### src/rtl/pipe_reg_elastic.sv
`default_nettype none
// ============================================================================
// Module   : pipe_reg_elastic
// Brief    : Elastic inter-stage pipeline register, DEPTH stages of WORD_LEN
//            bits, with per-stage valid bits, valid/ready handshake, bubble
//            collapsing, synchronous flush, occupancy reporting and a
//            saturating backpressure stall counter.
// Options  : PIPE_REG_ZERO_ON_FLUSH_EN - when defined, data registers are
//            cleared on flush and whenever a stage loads a bubble, so that
//            out_data reads 0 whenever out_valid is 0. When undefined, data
//            registers only load valid beats (clock-gating friendly) and
//            out_data is don't-care while out_valid is 0.
// Revision : 1.0 - initial release
// ============================================================================
module pipe_reg_elastic #(
    parameter int WORD_LEN    = 32,
    parameter int DEPTH       = 2,
    parameter int STALL_CNT_W = 16,
    parameter int CNT_W       = $clog2(DEPTH + 1)
) (
    input  logic                   clk,
    input  logic                   rst,
    input  logic                   in_valid,
    output logic                   in_ready,
    input  logic [WORD_LEN-1:0]    in_data,
    input  logic                   flush,
    output logic                   out_valid,
    input  logic                   out_ready,
    output logic [WORD_LEN-1:0]    out_data,
    output logic [CNT_W-1:0]       occupancy,
    output logic [STALL_CNT_W-1:0] stall_cycles
);

    localparam logic [STALL_CNT_W-1:0] c_STALL_MAX = '1;

    // Stage state: index 0 is the input stage, DEPTH-1 drives the outputs.
    logic [DEPTH-1:0]       r_v;
    logic [WORD_LEN-1:0]    r_d [DEPTH];
    logic [CNT_W-1:0]       r_occ;
    logic [STALL_CNT_W-1:0] r_stall;

    // Per-stage load enables and the value each stage would load.
    logic [DEPTH-1:0]       w_en;
    logic [DEPTH-1:0]       w_src_v;
    logic [WORD_LEN-1:0]    w_src_d [DEPTH];
    logic [DEPTH-1:0]       w_v_nxt;
    logic [CNT_W-1:0]       w_occ_nxt;
    logic                   w_accept;
    logic                   w_stall_evt;

    // Enable chain, evaluated from the output backwards: a stage may load
    // when downstream accepts or when it or any stage ahead of it is empty.
    // Accumulating in one variable keeps the chain free of vector self-loops.
    always_comb begin : p_en_chain
        logic l_carry;
        l_carry = out_ready;
        w_en    = '0;
        for (int i = DEPTH - 1; i >= 0; i--) begin
            l_carry = l_carry | ~r_v[i];
            w_en[i] = l_carry;
        end
    end

    assign in_ready = w_en[0] & ~flush;
    assign w_accept = in_valid & in_ready;

    // Source of each stage: stage 0 takes the upstream beat, every other
    // stage takes the contents of the stage behind it.
    generate
        for (genvar g = 0; g < DEPTH; g++) begin : g_stage_src
            if (g == 0) begin : g_head
                assign w_src_v[g] = w_accept;
                assign w_src_d[g] = in_data;
            end else begin : g_link
                assign w_src_v[g] = r_v[g-1];
                assign w_src_d[g] = r_d[g-1];
            end
        end
    endgenerate

    // Next-state valid bits and their population count for occupancy.
    always_comb begin
        w_v_nxt   = '0;
        w_occ_nxt = '0;
        for (int i = 0; i < DEPTH; i++) begin
            if (flush) begin
                w_v_nxt[i] = 1'b0;
            end else if (w_en[i]) begin
                w_v_nxt[i] = w_src_v[i];
            end else begin
                w_v_nxt[i] = r_v[i];
            end
            w_occ_nxt = w_occ_nxt + CNT_W'(w_v_nxt[i]);
        end
    end

    // Valid bits and occupancy register; reset outranks flush and handshakes.
    always_ff @(posedge clk) begin
        if (rst) begin
            r_v   <= '0;
            r_occ <= '0;
        end else begin
            r_v   <= w_v_nxt;
            r_occ <= w_occ_nxt;
        end
    end

    // Data registers: load policy for bubbles and flush depends on the option.
    always_ff @(posedge clk) begin
        if (rst) begin
            for (int i = 0; i < DEPTH; i++) begin
                r_d[i] <= '0;
            end
        end else begin
            for (int i = 0; i < DEPTH; i++) begin
`ifdef PIPE_REG_ZERO_ON_FLUSH_EN
                if (flush) begin
                    r_d[i] <= '0;
                end else if (w_en[i]) begin
                    r_d[i] <= w_src_v[i] ? w_src_d[i] : '0;
                end
`else
                if (!flush && w_en[i] && w_src_v[i]) begin
                    r_d[i] <= w_src_d[i];
                end
`endif
            end
        end
    end

    // An output cycle is stalled when a beat is presented but not taken.
    assign w_stall_evt = r_v[DEPTH-1] & ~out_ready;

    // Saturating stall counter; only reset clears it, flush leaves it alone.
    always_ff @(posedge clk) begin
        if (rst) begin
            r_stall <= '0;
        end else if (w_stall_evt && (r_stall != c_STALL_MAX)) begin
            r_stall <= r_stall + 1'b1;
        end
    end

    assign out_valid    = r_v[DEPTH-1];
    assign out_data     = r_d[DEPTH-1];
    assign occupancy    = r_occ;
    assign stall_cycles = r_stall;

endmodule
`default_nettype wire
### config.mk
export PLATFORM = sky130hd
export DESIGN_NAME = pipe_reg_elastic
export DESIGN_NICKNAME = d
export VERILOG_FILES = /design/src/rtl/pipe_reg_elastic.sv
export SDC_FILE = /design/constraint.sdc
export NUM_CORES = 1
export LEC_CHECK = 0
export ABC_CLOCK_PERIOD_IN_PS = 2400
export BUFFER_PORTS_ARGS = -buffer_cell sky130_fd_sc_hd__buf_2
export CORE_MARGIN = 1.5
export CORE_UTILIZATION = 53
export CTS_CLUSTER_SIZE = 20
export DETAILED_ROUTE_END_ITERATION = 8
export PLACE_DENSITY = 0.87
export SETUP_SLACK_MARGIN = 0.1
export SYNTH_ARGS = -nofsm -noshare
export SYNTH_HDL_FRONTEND = slang
export SYNTH_SLANG_ARGS = --single-unit
export TNS_END_PERCENT = 1
### constraint.sdc
create_clock -name clk -period 2.4 [get_ports clk]
set_clock_uncertainty 0.2 [all_clocks]
set_input_delay 0.12 -clock clk [delete_from_list [all_inputs] [get_ports clk]]
set_output_delay 0.12 -clock clk [all_outputs]
set_load 0.05 [all_outputs]
# Word level (Yosys, flattened, before mapping)

Memories as Yosys holds them, arrays and structs flattened.
Index checks and enable logic that the tools add are counted.

Multipliers: 0
$lt $le $gt $ge: 0
Add/subtract/negate cells: 2
Equality and inequality tests: 1
Reductions and logical operators: 6
Multiplexer cells: 14
Bitwise gates (word level): 11
Shift operators: 0
Div/mod/pow operators: 0

Operators by type and width:

| cell                                                            | number |
|---|---|
| 32-bit 2-to-1 mux                                               | 2 |
| 16-bit by 1-bit adder with 16-bit output, second input constant | 1 |
| 16-bit inequality test, second input constant                   | 1 |
| 1-bit 2-to-1 mux                                                | 12 |
| 1-bit logical AND                                               | 5 |
| 1-bit NOT                                                       | 4 |
| 1-bit OR                                                        | 4 |
| 1-bit bitwise AND                                               | 3 |
| 1-bit by 1-bit adder with 2-bit output                          | 1 |
| 1-bit logical NOT                                               | 1 |

Logic and storage cells: 38
Bits in latches: 0
Output and inout port bits: 52
Memory bits (writable): 64
Input bits: 37
Memories kept: 1
Register bits: 20
ROM bits: 0

Memory list:

| name | depth | width | rd ports | clocked after Yosys merged registers in | wr ports | line | RTL |
|---|---|---|---|---|---|---|---|
| r_d  | 2     | 32    | 2        | 0                                       | 2        | 38   | `logic [WORD_LEN-1:0] r_d [DEPTH];` |

# Longest topological paths before layout

Gate-level depths: netlist of run 1.

Depth after elaboration: 10
Gate-level depth with buffers: 6
Depth with buffers taken out: 5

# Least setup slack after synthesis of run 1

Ideal clock, no wire load.

Kind: register -> register
Start point: register r_v[1]
End point: memory r_d[0][0] (enable)
Arrival: 2.428 ns
Setup time: 0.388 ns
Slack: -0.616 ns
Clock period less this slack: 3.016 ns
Cell stages (with the launch flop): 4
Data required time: 1.812 ns
Buffers on the path: 0
Path through: dfxtp_1 -> nor2b_1 -> a21oi_1 -> a21o_1

RTL lines:

| item                   | line | RTL |
|---|---|---|
| from (decl)            | 37   | `logic [DEPTH-1:0] r_v;` |
| from (signal assigned) | 103  | `r_v <= w_v_nxt;` |
| to (decl)              | 38   |  |

# Worst setup path after layout of run 1

Start point: register r_stall[0], in the netlist stall_cycles[0]
End point: register r_stall[5], in the netlist stall_cycles[5]

Cells in the longest elaborated chain, start to end: 2
Elaborated cells on any way between the ends: 3
Classes of those cells: add/sub (1); eq/ne (1); reduce/logical (1)

RTL lines:

| item                                                                             | line | RTL |
|---|---|---|
| from (decl)                                                                      | 40   | `logic [STALL_CNT_W-1:0] r_stall;` |
| from (signal assigned)                                                           | 139  | `r_stall <= r_stall + 1'b1;` |
| branches (longest 2 deep; another with 16-bit by 1-bit adder with 16-bit output) | n/a  |  |

Parallel ways; which one is timed is not known.
A chain may end at the register's enable or synchronous reset.

==> metrics.txt, run 1 <==
Post-synth EDFFs 64; full die area 7200 µm²; via/cell ratio 5.04; Place WS 237 ps; IO Pins 89; first-pass GRT wire length 10,400 µm; failing checks design-rule violations; gr ovfl total 0; RSZ-0062 raised after global routing false; # Post-CTS Setup Buffers 0; largest area contributor in the netlist edfxtp_1; final worst slack 257 ps; Slew headroom 0.579; CP Class reg2reg; area share of the largest cell type after synthesis 0.541; design area 4450 µm²; critical path startpoint category flip-flop; CTS Root Cell clkbuf_8; Worst Setup End Kind flip-flop; RD Place Congestion 0.747; Yosys warning count 0; Synth async-reset ratio 0; Data required, critical path 2470 ps; synth unique cells 36; min Tclk post-route 2140 ps; post-synthesis sequential area ratio 0.654; CORE AREA 6420 µm²; Yosys reg bits 84; final wirelength 6580 µm; Max Freq 467 MHz; synth-to-layout area growth 25.4%; Cell Area, Synth 3550 µm²; Longest Clk Path Bufs 2; layout cells sized above 1 0.322; antenna violations before repair 0; Critical Path AT 2210 ps; final total power 2.98 mW; worst slew pin tran 629 ps; Buffers on Ports 88; run status finished, violations left; number of diodes 0; CTS tree done; top post-synthesis cells by area edfxtp_1 (54%), and2_1 (11%), dfxtp_1 (11%), buf_4 (6.8%), a21oi_1 (2.1%); Slew Limit Fails 0; final net count 416; Tcrit/Tclk final 0.893; syn_nets 315; Peak VDD IR 0.303 mV; critical-path maximum fanout 8; num rows 29; post-route ant nets 0; worst hold path type in2reg; clk sinks 84; Num CTS Buffers 9; Top FF cell, synth edfxtp_1; Commonest cells post-synth and2_1 (64), edfxtp_1 (64), buf_4 (32); clock latency at the later pin of the worst-skew pair 340 ps; DP HPWL 4040 µm; Setup-failing EPs final 0; Syn Area/Cell 12.9 µm²; largest net degree at the start of global routing 40; number of global-route vias before repair 2,206; CTS H-tree depth 3; initial drt markers 104; P per Cell Area 669 nW/µm²; Max Cap Viol 0; aggregate global-route resource usage 0.188; DRT Pass-1 Iters 8; Initial Utilization 0.553; Pleak 1.85 nW; average wire per standard cell 14.3 µm; DIE WIDTH 84.8 µm; via count 2,313; Die Span Y 84.8 µm; Hold Vio Cnt, Final 0; Cells after Synth 276; Post-DP Area 3880 µm²; DR DRC count 7; clock-pin slew on the worst setup and hold paths 90 ps; Fin Hold WS 98.1 ps
==> stage by stage <==
stage / cells / utilization / TNS (ps)
detailed placement: 407 / 0.605 / 0
global route: 459 / 0.693 / 0
global placement: 407 / 0.605 / 0
CTS: 458 / 0.691 / 0
floorplan: 276 / - / -1030
finish: 459 / 0.693 / 0
==> layout by cell type, fill, tap and decap left out, types with 2 or more instances in the layout <==
cell | synthesis | routed
nand2_1 | 6 | 6
a21oi_1 | 15 | 14
nor2b_1 | 3 | 3
o21ai_0 | 5 | 5
dfxtp_1 | 20 | 20
or3_1 | 4 | 4
nor4_1 | 2 | 2
nor2_1 | 7 | 7
inv_6 | 0 | 2
edfxtp_1 | 64 | 64
dlygate4sd3_1 | 0 | 35
and2_1 | 64 | 64
and3_1 | 2 | 2
buf_4 | 32 | 6
nor3_1 | 3 | 3
clkinv_4 | 0 | 2
ha_1 | 2 | 2
nand3_1 | 4 | 4
buf_2 | 1 | 88
clkbuf_8 | 0 | 9
o31ai_1 | 7 | 7
nand4_1 | 4 | 4
or4_1 | 6 | 6
inv_1 | 3 | 3
==> critical path, cell delays in order (launching register included) <==
cell,delay [ps]
dfxtp_1,360
ha_1,240
nand3_1,220
o41ai_2,120
buf_4,170
or4_2,600
a21oi_1,160
==> timing repair <==
| item | 4_1_cts | 5_1_grt |
|---|---|---|
| resized for setup | 0 | 0 |
| hold buffers | 35 | 0 |
| endpoints found under the setup margin | 0 | 39 |
| endpoints found under the hold margin | 37 | 0 |
==> final timing paths <==
path                    startpoint          endpoint  slack (ps)  cells past startpoint
setup / recovery   stall_cycles[0]   stall_cycles[5]         260                      6
hold / removal           out_ready  stall_cycles[12]         100                      5
setup reg to reg   stall_cycles[0]   stall_cycles[5]         260                      6
hold reg to reg   stall_cycles[15]  stall_cycles[15]         320                      2
==> report_power, final <==
part	internal, mW	total, mW	leakage, nW	switching (mW)
Combinational	0.108	0.313	0.909	0.205
Sequential	1.63	1.65	0.836	0.0161
Clock	0.499	1.02	0.102	0.522
==> state kept, by name, summed over array words and instances (netlist names) <==
signal        flops
stall_cycles     16
r_v               2
occupancy         2
r_d              64
==> kinds of logic (layout without fill, tap and decap cells) <==
kind of cell             Yosys count  count (layout)  synth area share
AND/OR/NAND/NOR                  113             114             0.197
multiplexers                       1               1           0.00282
buffers and inverters             44             149            0.0821
AO/OA/AOI/OAI                     31              31            0.0546
XOR/XNOR                           1               1           0.00247
adder cells (fa/ha/maj)            2               2           0.00705
flip-flops                        84              84             0.654
==> metal layers <==
metal,global-route usage,vias to the layer above,share of wire
li1,-,1157,-
met1,0.216,1068,0.41
met2,0.340,76,0.53
met3,0.0447,12,0.043
met4,0.0745,0,0.019
met5,0,-,0
==> area by class of cell <==
cell class | count | area [µm²]
Inverter | 3 | 11.3
Fill cell | 433 | 1970
Sequential cell | 84 | 2320
Clock buffer | 9 | 124
Timing Repair Buffer | 130 | 856
Tap cell | 77 | 96.3
Clock inverter | 7 | 83.8
Multi-Input combinational cell | 149 | 960
No activity file was read; power rests on OpenSTA's default activity.
==> inputs of run 2 (changes only) <==
- MAX_ROUTING_LAYER: default -> met4
==> run 2 against run 1 <==
Against the previous run:
- the flow still finishes with violations (design-rule violations)
- fmax about the same
- via count shrank 0.13%
- register-to-register slack about the same
- core utilization did not move
- clock-buffer cell count stayed put
- non-clock buffer count is the same
- design area did not move
- setup slack is essentially flat
- hold slack worse by 11 ps
- clock power barely moved
- sequential cell count did not move
- first-iteration DRC count is 9.6% lower
- critical path type unchanged
- largest power group unchanged
- highest routed layer unchanged
==> metrics.txt, run 2 (synthesis results as in run 1) <==
worst-case reg-to-reg path depth 6; Slew Limit Fails 0; Crit-path slowest cell or4_2; RR Startpoint stall_cycles[0]; hold path endpoint stall_cycles[12]; failing checks design-rule violations; Fin Hold WS 87.3 ps; Initial Utilization 0.553; hold_sp out_ready; Final Util 0.693; DRT Pass-1 Iters 8; first-pass GRT wire length 10,300 µm; Pleak 1.85 nW; RD Place Congestion 0.756; Critical Path AT 2210 ps; CTS H-tree depth 3; setup_tns 0 ps; final wirelength 6610 µm; number of diodes 0; final total power 2.98 mW; post-route ant nets 0; num rows 29; R2R Path End stall_cycles[5]; layout cells sized above 1 0.322; commonest non-fill, non-tap cell in the layout buf_2; final worst slack 257 ps; reg2reg setup slack 260 ps; post-cts resize count 0; number of global-route vias before repair 2,208; largest net degree at the start of global routing 40; min Tclk post-route 2140 ps; via count 2,310; Biggest register r_d; Post-DP Area 3880 µm²; Crit path largest cell delay 600 ps; clock latency at the later pin of the worst-skew pair 340 ps; clk sinks 84; CORE AREA 6420 µm²; Hold Vio Cnt, Final 0; CP bufs+invs 1; IO Pins 89; Setup-failing EPs final 0; Finished Layout Cells 459; most frequent cells in the layout buf_2 (88), and2_1 (64), edfxtp_1 (64), dlygate4sd3_1 (35), dfxtp_1 (20); CP top delay family simple AND/OR/NAND/NOR gates; P per Cell Area 669 nW/µm²; DIE WIDTH 84.8 µm; critical-path maximum fanout 8; full die area 7200 µm²; CP Cell Sequence ha_1 -> nand3_1 -> o41ai_2 -> buf_4 -> or4_2 -> a21oi_1; clock-pin slew on the worst setup and hold paths 90 ps; Tcrit/Tclk final 0.893; synth-to-layout area growth 25.4%; Hold Path Depth 5; Peak VDD IR 0.300 mV; initial drt markers 94; critical path startpoint category flip-flop; max FFs per register 64; Num CTS Buffers 9; placed cells 407; Die Span Y 84.8 µm; Data required, critical path 2470 ps; aggregate global-route resource usage 0.194; worst hold path type in2reg; # Post-CTS Setup Buffers 0; DP HPWL 4040 µm; CTS Root Cell clkbuf_8; Max Freq 467 MHz; run status finished, violations left; gr ovfl total 0; Buffers on Ports 88; average wire per standard cell 14.4 µm; design area 4450 µm²; worst slew pin tran 639 ps; Place WS 237 ps; DR DRC count 7; CTS tree done; final net count 416; RSZ-0062 raised after global routing false; via/cell ratio 5.03; Longest Clk Path Bufs 2; Max Cap Viol 0; Slew headroom 0.572; antenna violations before repair 0; CP Class reg2reg; Worst Setup End Kind flip-flop
-- run 2: worst max-delay path by stage --
stage                     depth (start not counted)  slack (ps)       startpoint               end
final                                             6         260  stall_cycles[0]   stall_cycles[5]
after global routing                              4         110  stall_cycles[2]  stall_cycles[15]
after CTS                                         5         220           r_v[1]        r_d[0][16]
after detailed placement                          5         240           r_v[1]         r_d[0][8]
after global placement                            5         290           r_v[1]        r_d[0][51]
after floorplan                                   3         -20           r_v[1]         r_d[0][0]
-- run 2: layer usage --
layer	track usage	vias up	routed length, µm
li1	-	1154	-
met1	0.217	1065	2680
met2	0.340	77	3520
met3	0.0428	14	277
met4	0.0745	0	131
met5	-	-	0
-- run 2: layout make-up --
| type | count | area, µm² |
|---|---|---|
| Clock inverter | 7 | 83.8 |
| Timing Repair Buffer | 130 | 856 |
| Inverter | 3 | 11.3 |
| Clock buffer | 9 | 124 |
| Tap cell | 77 | 96.3 |
| Multi-Input combinational cell | 149 | 960 |
| Sequential cell | 84 | 2320 |
| Fill cell | 433 | 1970 |
-- run 2: tightest hold or removal path, stage by stage --
cell      delay (ps)
buf_2             90
nand2b_1         160
nor4_1            90
nor2_1            90
nor3_1            50
-- run 2: power breakdown --
group / switching (mW) / leakage (nW) / internal, mW
Sequential: 0.0161 / 0.836 / 1.63
Combinational: 0.206 / 0.909 / 0.108
Clock: 0.520 / 0.102 / 0.499
-- run 2: what timing repair did --
action,4_1_cts,5_1_grt
hold buffers,35,0
endpoints found under the hold margin,37,0
endpoints found under the setup margin,0,39
==> inputs of run 3 (changes only) <==
- ABC_CLOCK_PERIOD_IN_PS: 2400 -> 2200
- PLACE_DENSITY: 0.87 -> 0.8
- clock period: 2.4 -> 2.2 ns (I/O delays scaled with it)
==> run 3 against run 2 <==
Against the previous run:
- the flow still finishes with violations (design-rule violations)
- sequential cell count unchanged
- combinational power up 9.6%
- first-iteration DRC count down 16%
- setup slack worse by 100 ps
- core utilization up 1.5 points
- design area up 2.2%
- critical path type unchanged
- critical endpoint unchanged
- largest cell class unchanged
==> metrics.txt, run 3 (synthesis results as in run 1) <==
FILL cells 424; largest net degree at the start of global routing 41; Die Span Y 84.8 µm; full die area 7200 µm²; RD Place Congestion 0.761; DRT Pass-1 Iters 6; most frequent cells in the layout buf_2 (88), and2_1 (64), edfxtp_1 (64), dlygate4sd3_1 (35), dfxtp_2 (15); clock latency at the later pin of the worst-skew pair 340 ps; Peak VDD IR 0.322 mV; DIE WIDTH 84.8 µm; Num CTS Buffers 9; Tcrit/Tclk final 0.929; initial drt markers 79; CTS H-tree depth 3; critical-path maximum fanout 8; Fin Hold WS 56.3 ps; Setup-failing EPs final 0; Critical Path AT 2110 ps; RSZ-0062 raised after global routing true; Max Cap Viol 0; Crit-path slowest cell or4_2; Initial Utilization 0.553; final wirelength 6330 µm; via/cell ratio 4.98; aggregate global-route resource usage 0.182; clock-pin slew on the worst setup and hold paths 80 ps; num rows 29; DP HPWL 3820 µm; P per Cell Area 733 nW/µm²; number of diodes 0; Data required, critical path 2270 ps; critical path startpoint category flip-flop; worst slew pin tran 619 ps; gr ovfl total 0; max FFs per register 64; post-cts resize count 0; CP top delay family simple AND/OR/NAND/NOR gates; Pleak 1.88 nW; Crit path largest cell delay 610 ps; Slew Limit Fails 0; design area 4550 µm²; Longest Clk Path Bufs 2; Buffers on Ports 88; antenna violations before repair 0; CTS Root Cell clkbuf_8; CP Cell Sequence nor2b_2 -> buf_4 -> o41ai_4 -> buf_4 -> or4_2 -> a21oi_1; first-pass GRT wire length 9730 µm; average wire per standard cell 13.7 µm; Max Freq 489 MHz; Place WS 147 ps; CTS tree done; layout cells sized above 1 0.376; final net count 420; run status finished, violations left; failing checks design-rule violations; CP Class reg2reg; commonest non-fill, non-tap cell in the layout buf_2; clk sinks 84; number of global-route vias before repair 2,103; Worst Setup End Kind flip-flop; DR DRC count 5; Post-DP Area 3970 µm²; Biggest register r_d; setup_tns 0 ps; # Post-CTS Setup Buffers 0; Final Util 0.709; IO Pins 89; CP most frequent cell buf_4; post-route ant nets 0; min Tclk post-route 2040 ps; via count 2,305; Slew headroom 0.585; final worst slack 155 ps; Hold Vio Cnt, Final 0; CP bufs+invs 2; CORE AREA 6420 µm²; synth-to-layout area growth 28.2%; worst hold path type in2reg
-- run 3: through the flow --
step	std cells	power, mW
after global placement	411	2.11
after CTS	462	3.35
after floorplan	276	2.07
after detailed placement	411	2.12
after global routing	463	3.45
final	463	3.33
-- run 3: final cells by class --
type | count | area (µm²) | share of cell area
clock inverters | 7 | 98.8 | 0.0217
multi-input cells | 149 | 987 | 0.217
flip-flops and latches | 84 | 2350 | 0.516
inverters | 3 | 11.3 | 0.00247
repair buffers | 134 | 886 | 0.195
well taps | 77 | 96.3 | 0.0212
clock buffers | 9 | 124 | 0.0272
-- run 3: tightest hold or removal path, stage by stage --
cell	delay, ps
buf_2	100
nor2b_2	60
a21oi_1	210
nor3_1	60
-- run 3: what timing repair did --
action                     CTS  global route
hold endpoints to repair    34             0
hold buffers                35             0
setup endpoints to repair    0            42
-- run 3: power breakdown --
group	total, mW	switching [mW]	internal (mW)	leakage, nW
combinational	0.343	0.224	0.118	0.929
clock	1.20	0.552	0.647	0.110
sequential	1.79	0.0159	1.78	0.845
-- run 3: worst paths after layout --
kind,start,to,slack (ps),depth (start not counted)
worst max-delay path,r_v[1],stall_cycles[5],160,6
worst min register to register,stall_cycles[15],stall_cycles[15],280,2
worst max register to register,r_v[1],stall_cycles[5],160,6
worst min-delay path,out_ready,r_v[0],60,4
-- run 3: metal layers --
layer | up-vias | routed length (µm) | track usage | part of all wire
met5 | - | 0 | - | 0
met4 | 0 | 141 | 0.0849 | 0.022
met3 | 12 | 231 | 0.0350 | 0.036
met2 | 61 | 3370 | 0.316 | 0.53
met1 | 1065 | 2590 | 0.204 | 0.41
li1 | 1167 | - | - | -
